--- config.mk ---
export PLATFORM = sky130hd
export DESIGN_NAME = key_165_rd
export DESIGN_NICKNAME = d
export VERILOG_FILES = /design/src/rtl/key_165_rd.sv
export SDC_FILE = /design/constraint.sdc
export NUM_CORES = 1
export LEC_CHECK = 0
export ABC_AREA = 1
export CORE_MARGIN = 5
export CORE_UTILIZATION = 37
export DETAILED_ROUTE_END_ITERATION = 10
export PLACE_DENSITY = 0.66
export SYNTH_ARGS = -nofsm -noshare
export SYNTH_HDL_FRONTEND = slang
export SYNTH_SLANG_ARGS = --single-unit
--- constraint.sdc ---
create_clock -name clk -period 1.66 [get_ports clk]
set_input_delay 0.332 -clock clk [delete_from_list [all_inputs] [get_ports clk]]
set_output_delay 0.332 -clock clk [all_outputs]
set_load 0.01 [all_outputs]
--- src/rtl/key_165_rd.sv ---
// -----------------------------------------------------------------------------
// key_165_rd
//   Periodically scans a chain of cascaded 74HC165 parallel-in/serial-out
//   shift registers and presents the key state as a parallel vector.
//   A frame is: parallel load (LOAD), KEY_NUM shift clocks (SHIFT), and a
//   one-cycle update step (DONE). Inputs are pulled up, so a pressed key
//   reads 0 and the captured frame is inverted.
//
//   Optional feature: define KEY_165_DEBOUNCE_EN to require DEB_CNT
//   identical consecutive frames before key_val is updated. Without the
//   macro, key_val is rewritten after every frame.
//
// Ports
//   clk        in   sole clock
//   rst_n      in   asynchronous active-low reset
//   q7_165     in   serial data from the last 74HC165 in the chain
//   pl_165     out  active-low parallel load
//   cp_165     out  shift clock
//   ce_165     out  active-low clock enable
//   key_val    out  [KEY_NUM] debounced key state, 1 = pressed
//   key_vld    out  one-cycle pulse when key_val is written
//   key_press  out  [KEY_NUM] one-cycle pulse per bit on a 0->1 key_val edge
// -----------------------------------------------------------------------------
module key_165_rd #(
  parameter int unsigned CLK_DIV     = 25,
  parameter int unsigned KEY_NUM     = 16,
  parameter int unsigned SCAN_PERIOD = 1000000,
  parameter int unsigned DEB_CNT     = 3
) (
  input  logic               clk,
  input  logic               rst_n,
  input  logic               q7_165,
  output logic               pl_165,
  output logic               cp_165,
  output logic               ce_165,
  output logic [KEY_NUM-1:0] key_val,
  output logic               key_vld,
  output logic [KEY_NUM-1:0] key_press
);

  localparam int unsigned SCAN_W = $clog2(SCAN_PERIOD);
  localparam int unsigned DIV_W  = $clog2(2 * CLK_DIV);
  localparam int unsigned BIT_W  = $clog2(KEY_NUM);

  localparam logic [SCAN_W-1:0] SCAN_LAST = SCAN_W'(SCAN_PERIOD - 1);
  localparam logic [DIV_W-1:0]  DIV_LAST  = DIV_W'(2 * CLK_DIV - 1);
  localparam logic [DIV_W-1:0]  DIV_HIGH  = DIV_W'(CLK_DIV);
  localparam logic [DIV_W-1:0]  DIV_SAMP  = DIV_W'(CLK_DIV - 1);
  localparam logic [BIT_W-1:0]  BIT_LAST  = BIT_W'(KEY_NUM - 1);

  if (CLK_DIV < 1 || KEY_NUM < 8 || KEY_NUM > 32 || DEB_CNT < 1 ||
      SCAN_PERIOD <= 2 * CLK_DIV * (KEY_NUM + 1) + 2) begin : g_bad_param
    $error("key_165_rd: illegal parameter combination");
  end

  typedef enum logic [1:0] {IDLE, LOAD, SHIFT, DONE} state_e;

  state_e             state_q, state_d;
  logic [SCAN_W-1:0]  scan_q, scan_d;
  logic [DIV_W-1:0]   div_q, div_d;
  logic [BIT_W-1:0]   bit_q, bit_d;
  logic [KEY_NUM-1:0] raw_q, raw_d;
  logic               pl_q, pl_d;
  logic               cp_q, cp_d;
  logic               ce_q, ce_d;
  logic [KEY_NUM-1:0] key_val_q, key_val_d;
  logic               key_vld_q, key_vld_d;
  logic [KEY_NUM-1:0] key_press_q, key_press_d;
  logic [KEY_NUM-1:0] frame;
  logic               tick;
  logic               upd;

`ifdef KEY_165_DEBOUNCE_EN
  localparam int unsigned DEB_W = $clog2(DEB_CNT + 1);
  localparam logic [DEB_W-1:0] DEB_MAX  = DEB_W'(DEB_CNT);
  localparam logic [DEB_W-1:0] DEB_HIT  = DEB_W'(DEB_CNT - 1);

  logic [KEY_NUM-1:0] prev_q, prev_d;
  logic [DEB_W-1:0]   stab_q, stab_d;
  logic               match;
`endif

  assign tick  = (scan_q == SCAN_LAST);
  assign frame = ~raw_q;

  always_comb begin
    scan_d      = tick ? '0 : scan_q + 1'b1;
    state_d     = state_q;
    div_d       = div_q;
    bit_d       = bit_q;
    raw_d       = raw_q;
    key_val_d   = key_val_q;
    key_vld_d   = 1'b0;
    key_press_d = '0;
    upd         = 1'b0;
`ifdef KEY_165_DEBOUNCE_EN
    prev_d      = prev_q;
    stab_d      = stab_q;
    match       = 1'b0;
`endif

    case (state_q)
      IDLE: begin
        div_d = '0;
        bit_d = '0;
        if (tick) state_d = LOAD;
      end
      LOAD: begin
        if (div_q == DIV_LAST) begin
          div_d   = '0;
          state_d = SHIFT;
        end else begin
          div_d = div_q + 1'b1;
        end
      end
      SHIFT: begin
        // Last cycle of the cp low phase: data has settled since the previous rise.
        if (div_q == DIV_SAMP) raw_d = {raw_q[KEY_NUM-2:0], q7_165};
        if (div_q == DIV_LAST) begin
          div_d = '0;
          if (bit_q == BIT_LAST) state_d = DONE;
          else                   bit_d   = bit_q + 1'b1;
        end else begin
          div_d = div_q + 1'b1;
        end
      end
      DONE: begin
        state_d = IDLE;
`ifdef KEY_165_DEBOUNCE_EN
        match  = (frame == prev_q);
        prev_d = frame;
        if (!match)                stab_d = '0;
        else if (stab_q != DEB_MAX) stab_d = stab_q + 1'b1;
        // Fire only on the frame that first completes the stable run.
        upd = (stab_d == DEB_HIT) && (!match || stab_q != DEB_HIT) &&
              (frame != key_val_q);
`else
        upd = 1'b1;
`endif
        if (upd) begin
          key_val_d   = frame;
          key_vld_d   = 1'b1;
          key_press_d = frame & ~key_val_q;
        end
      end
      default: state_d = IDLE;
    endcase

    // Outputs are registered from the next state so they align with state_q.
    pl_d = (state_d != LOAD);
    ce_d = (state_d != SHIFT);
    cp_d = (state_d == SHIFT) && (div_d >= DIV_HIGH);
  end

  always_ff @(posedge clk or negedge rst_n) begin
    if (!rst_n) begin
      state_q     <= IDLE;
      scan_q      <= '0;
      div_q       <= '0;
      bit_q       <= '0;
      raw_q       <= '0;
      pl_q        <= 1'b1;
      cp_q        <= 1'b0;
      ce_q        <= 1'b1;
      key_val_q   <= '0;
      key_vld_q   <= 1'b0;
      key_press_q <= '0;
`ifdef KEY_165_DEBOUNCE_EN
      prev_q      <= '0;
      stab_q      <= '0;
`endif
    end else begin
      state_q     <= state_d;
      scan_q      <= scan_d;
      div_q       <= div_d;
      bit_q       <= bit_d;
      raw_q       <= raw_d;
      pl_q        <= pl_d;
      cp_q        <= cp_d;
      ce_q        <= ce_d;
      key_val_q   <= key_val_d;
      key_vld_q   <= key_vld_d;
      key_press_q <= key_press_d;
`ifdef KEY_165_DEBOUNCE_EN
      prev_q      <= prev_d;
      stab_q      <= stab_d;
`endif
    end
  end

  assign pl_165    = pl_q;
  assign cp_165    = cp_q;
  assign ce_165    = ce_q;
  assign key_val   = key_val_q;
  assign key_vld   = key_vld_q;
  assign key_press = key_press_q;

endmodule

==> impl_metrics.ini <==
[run_status]
status = complete, no violations

[run]
maxCapViolCount = 0

[yosys]
seq_area_frac_synth_pct = 54.0
syn_inst = 448
syn-num-nets = 461
yosysTopAreaCell = dfrtp_1
synth.avg_cell_area_sq_um = 8.69
synth_cell_types = 31
yosys-top-cells-area = dfrtp_1 (53%), nand2_1 (11%), inv_1 (6.4%)
yosys_warnings = 0
synthesis.area_sq_um = 3890
ys_seq_elements = 84
netlist.area_leader.share_pct = 52.7

[placement]
portBuffers = 38
gp_congestion = 0.875
dp_slack_ns = 0.0529
dp.cells = 621
placed_area_sq_um = 4490
dp_hpwl_um = 5560

[cts]
clkSlewWorstSetupHoldPaths_ns = 0.09
cts_tree = yes
clock_latency_ns = 0.35
htree_levels = 3
cts-root-buf = clkbuf_8
clock_sinks = 84
clockBufferDepth = 2
numCtsBuffers = 9

[cells_and_area]
final_util_pct = 46.9
drive_above_1_share_pct = 14.9
fillers = 988
stdcell_count = 641
design_area_sq_um = 4820
layout_common_cells = nand2_1 (116), dfrtp_1 (82), inv_1 (65)
layout.nets = 513
diodes = 0
syn_to_final_growth_pct = 23.8
layout.area.seq_sq_um = 2100
mostFrequentLayoutCell = nand2_1
multi_input_area_sq_um = 1490

[drt]
routed_wl_um = 7770
postRouteAntennaNets = 0
first_pass_iters = 4
via_per_inst = 4.48
vias = 2870
post_drt_wl_per_cell_um = 12.1
drc = 0
drt_iter0_drc = 115

[setup_path]
crit_buf_inv = 1
path_cells = clkdlybuf4s50_1
startpoint = key_val[11]
end_kind = output pin
path_max_fanout = 3
cpPeakStageDelay_ns = 0.55
worst_r2r_path_depth = 9
worstPathRequired_ns = 1.33
r2r-end = cp_165
arrival_ns = 1.28
crit_family = buffers and inverters
ff2ff_setup_slack_ns = 0.13
regToRegStartpoint = state_q[0]
startpoint_type = flop
critical-path-slowest-cell = clkdlybuf4s50_1
critPathKind = flop to output pin

[grt]
overflow = 0
track_usage_pct = 13.2
grt_antenna_before_repair = 0
grt_first_pass_wirelength_um = 13600
grt_max_degree = 33
grt_pass1_vias = 2907

[die]
die-area_sq_um = 12700
die_y_um = 113
start_util_pct = 37.9
coreArea_sq_um = 10300
die_w_um = 113
row_count = 37
ios = 39

[power]
power_leakage_nw = 2.59
ir_drop_uv = 440
p_per_area_nw_per_um2 = 819

[sta]
tightestPinTransition_ns = 0.412
setup_tns_ns = 0
maxClockFrequency_mhz = 619
setup_viol = 0
fin_crit_sh_pct = 97.4
hold_viol = 0
rsz0062_at_grt = false
maxSlewViolCount = 0
skew_ns = 0.00711
min_period_ns = 1.62
relSlewSlack_pct = 72.5
setup_slack_ns = 0.0437

[hold_path]
hp-class = primary input to asynchronous set/reset pin
## worst register-to-register path, cell delays in order, from the launching register on
cell and delay [ns]:
dfrtp_1 0.41, inv_1 0.08, buf_4 0.14, ha_1 0.29, nand2_1 0.10, nand2_1 0.11, nand2_1 0.11, nand3_1 0.08
nand2_1 0.07, a21oi_2 0.05
## state kept, by name (all words and copies together) (netlist names)
| name | count |
|---|---|
| cp_165 | 1 |
| scan_q | 20 |
| bit_q | 4 |
| key_vld | 1 |
| pl_165 | 1 |
| key_val | 16 |
| ce_165 | 1 |
| state_q | 2 |
| raw_q | 16 |
| key_press | 16 |
| div_q | 6 |
## layer usage
metal	track usage [%]	vias to the layer above	routed length [um]
met5	0	-	0
met4	4.81	0	86
met3	3.67	8	326
met2	20.9	37	3690
met1	17.2	1353	3670
li1	-	1472	-
## synthesized netlist by cell type (all sizes together)
| library cell | count |
|---|---|
| nand2 | 127 |
| dfrtp | 82 |
| inv | 74 |
| nor2 | 49 |
| nand3 | 27 |
| o21ai | 23 |
| nor3 | 15 |
| ha | 10 |
| xor2 | 9 |
| a21oi | 8 |
| buf | 8 |
| nand4 | 5 |
| xnor2 | 5 |
| dfstp | 2 |
| a22oi | 1 |
| clkbuf | 1 |
| mux2i | 1 |
| or2 | 1 |
## power breakdown
| group | internal [W] | switching (W) | leakage (nW) |
|---|---|---|---|
| logic | 0.0000152 | 0.0000423 | 1.31 |
| clock network | 0.00109 | 0.000760 | 0.130 |
| registers | 0.00205 | 0.000000478 | 1.15 |
| total | 0.00315 | 0.000803 | 2.59 |
## area by class of cell
class,count,area share (%)
Clock buffer,11,3.14
Tap cell,136,3.53
Clock inverter,5,2.23
Sequential cell,84,43.6
Timing Repair Buffer,50,10.8
Inverter,74,5.76
Multi-Input combinational cell,281,30.9
## stage by stage
stage	hold WS [ns]	total power, W
finish	0.451	0.00395
global route	0.477	0.00411
CTS	0.453	0.00401
detailed placement	0.294	0.00215
global placement	0.287	0.00214
floorplan	0.0364	0.00209
## how the worst max path moves through the flow
stage                        to  cells after the start  slack [ns]
finish              key_val[11]                      1        0.04
global route        key_val[11]                      1      0.0001
CTS                  key_val[6]                      1       0.004
detailed placement       cp_165                      9        0.05
global placement       bit_q[0]                      8        0.13
floorplan             raw_q[11]                      8        0.18
## cells by family after synthesis
group / share of synthesized area (%)
fa+ha+maj: 3.21
xor+xnor: 3.15
compound gates: 4.37
mux: 0.257
simple gates: 26.6
buf+inv: 8.35
flops: 54.0
## what timing repair did
| action | CTS | global route |
|---|---|---|
| setup endpoints to repair | 4 | 29 |
| hold buffers | 1 | 0 |
| resized for setup | 4 | 15 |
| cloned | 0 | 0 |
| pin swaps | 0 | 1 |
| setup buffers | 0 | 3 |
| hold endpoints to repair | 26 | 0 |
Note: power is estimated with default switching activity, not from simulation.
==> RTL change: new RTL, config.mk and constraints unchanged <==
Set the parameter `CLK_DIV` to 50 (it was 25).
--- a/src/rtl/key_165_rd.sv
+++ b/src/rtl/key_165_rd.sv
@@ -23,5 +23,5 @@
 // -----------------------------------------------------------------------------
 module key_165_rd #(
-  parameter int unsigned CLK_DIV     = 25,
+  parameter int unsigned CLK_DIV     = 50,
   parameter int unsigned KEY_NUM     = 16,
   parameter int unsigned SCAN_PERIOD = 1000000,
Formal check against the unedited RTL: same outputs for any inputs over 10 cycles, from zero or initial values and one cycle with rst_n low; that may be too few to reach the edited logic, so the function may still have changed.
==> RTL change against the unedited design <==
  * Maximum frequency increased by 1.2%
  * Sequential cell count grew 1
  * Routed wire length fell by 3.0%
  * Register-to-register slack improved by 0.02 ns
  * Combinational power decreased by 8.5%
  * Clock skew rose by 0.0023 ns
  * Non-clock buffer count grew 1
  * Total power is 12% lower
  * Setup slack improved by 0.019 ns
  * Largest power group unchanged
  * Die area is 0.90% lower
  * Cell area shrank 2.1%
  * Largest cell class unchanged
  * Critical path type unchanged
  * Area after synthesis fell by 1.0%
==> RTL change: results (changes against the unedited design) <==
[worst_setup_path]
timing.critical_path.fanout_max=3  ; unchanged
r2r-start=scan_q[0]
r2r_slack_ns=0.15  ; +0.02 ns
critical-path-top-delay-family=buffers and inverters
r2r_end=scan_q[3]
max_stage_delay_ns=0.54
crit_arrival_ns=1.27
timing.reg2reg.worst_path_depth=10  ; +1
cp_slowest_cell=sky130_fd_sc_hd__clkdlybuf4s50_1

[clocking]
clockBufferDepth=2  ; unchanged
clockRootBuffer=sky130_fd_sc_hd__clkbuf_8
clkLatencyLatePin_ns=0.36
numCtsBuffers=9  ; unchanged
clkSlewWorstSetupHoldPaths_ns=0.08

[logic_synthesis]
post_synth_num_cell_types=36  ; +16%
ys_top_cells_by_count=106 x sky130_fd_sc_hd__nand2_1, 83 x sky130_fd_sc_hd__dfrtp_1, 59 x sky130_fd_sc_hd__inv_1, 46 x sky130_fd_sc_hd__nor2_1
synth-async-reset-ratio_pct=100.0  ; unchanged
synth_net_count=444  ; -3.7%
synth_seq_area_share_pct=55.22  ; +1.2 points
yosysTopAreaCellShare_pct=53.86  ; +1.2 points
syn-mean-instance-area_um2=8.926  ; +2.7%
most_instantiated_flip_flop_cell_in_the_synthesis_netlist=sky130_fd_sc_hd__dfrtp_1
synth_warnings=0  ; unchanged
top_area_cells_in_the_synthesized_netlist=sky130_fd_sc_hd__dfrtp_1 54%, sky130_fd_sc_hd__nand2_1 10%, sky130_fd_sc_hd__inv_1 5.7%

[grt]
grt_pass1_wl_um=12950  ; -5.1%
grt_max_degree=46  ; +39%
first_global_vias=2939  ; +1.1%
initial_antenna_violation_count=0  ; unchanged
grt.total_usage_pct=12.58  ; -0.57 points

[placed_design]
pre_cts_ws_ns=0.1234  ; +0.07054 ns
io_buffers=38  ; unchanged
dp_hpwl_um=5415  ; -2.5%
gpl.final_weighted_congestion=0.9393  ; +7.4%
placedCellCount=609  ; -1.9%

[power_and_ir_drop]
p_leak_uw=0.002568  ; -0.93%
ir_worst_vdd_mv=0.3065  ; -30%

[finish]
cell_count_final_fillers_out=628  ; -2.0%
diodes=0  ; unchanged
post_route_cells_drive_above_1_share_pct=14.43  ; -0.42 points
largest_register_ff_count=20  ; unchanged
regMostFlops=scan_q
final_net_count=499  ; -2.7%

[sta]
final_setup_margin_ns=0.06248  ; +0.01880 ns
finalMaxSlewViolations=0  ; unchanged
maxSlewHeadroom_pct=76.98  ; +4.4 points
finClkSkew_ns=0.009394  ; +0.002279 ns

[run_status]
status=finished clean

[drt]
routed_wirelength_um=7537  ; -3.0%
drtPass1Iterations=4  ; unchanged
dr.first_iter.drc_count=226  ; +97%
vias_per_cell=4.643  ; +3.7%
ant_nets=0  ; unchanged

-- RTL change: timing repair --
action	4_1_cts	5_1_grt
setup buffers	0	2
pin swaps	0	1
gates resized for setup	4	19
endpoints found under the setup margin	4	17
hold buffers	1	0
hold endpoints to repair	22	0
-- RTL change: kinds of logic (layout without fill, tap and decap cells) --
kind of cell	after synthesis	after routing	synth area share [%]
flops	85	85	55.22
fa+ha+maj	9	9	2.920
buf+inv	74	134	7.463
xor+xnor	12	12	2.725
simple gates	213	213	26.18
compound gates	39	39	5.484
-- RTL change: power breakdown --
group | switching (µW) | total (µW) | internal, µW
Clock | 758 | 1350 | 595
Combinational | 40.5 | 52.6 | 12.1
Sequential | 0.324 | 2070 | 2070
Total | 799 | 3480 | 2680
-- RTL change: cell type report --
type,instances,area (µm²)
Inverter,67,251.5
Timing Repair Buffer,51,528.0
Multi-Input combinational cell,273,1461
Clock inverter,6,43.79
Clock buffer,10,137.6
Tap cell,136,170.2
Fill cell,977,5509
Sequential cell,85,2130
-- RTL change: metrics by stage --
stage | hold slack [ns] | instance area [µm²]
after floorplan | 0.03641 | 3856
after global placement | 0.2480 | 4468
after detailed placement | 0.2456 | 4468
after CTS | 0.3892 | 4654
after global routing | 0.4122 | 4722
final | 0.4022 | 4722
-- RTL change: per-layer routing --
metal  vias up  track usage, %  part of all wire (%)
met3        10           3.774                   5.2
met2        65           20.34                    46
met4         0           5.929                   1.7
met5         -               0                     0
li1       1460               -                     -
met1      1381           15.46                    47
-- RTL change: worst max-delay path by stage --
| stage | end | from |
|---|---|---|
| after CTS | key_val[1] | key_val[1] |
| after global routing | key_val[10] | key_val[10] |
| after floorplan | cp_165 | state_q[0] |
| after detailed placement | bit_q[1] | state_q[0] |
| after global placement | bit_q[1] | state_q[0] |
| final | key_val[11] | key_val[11] |
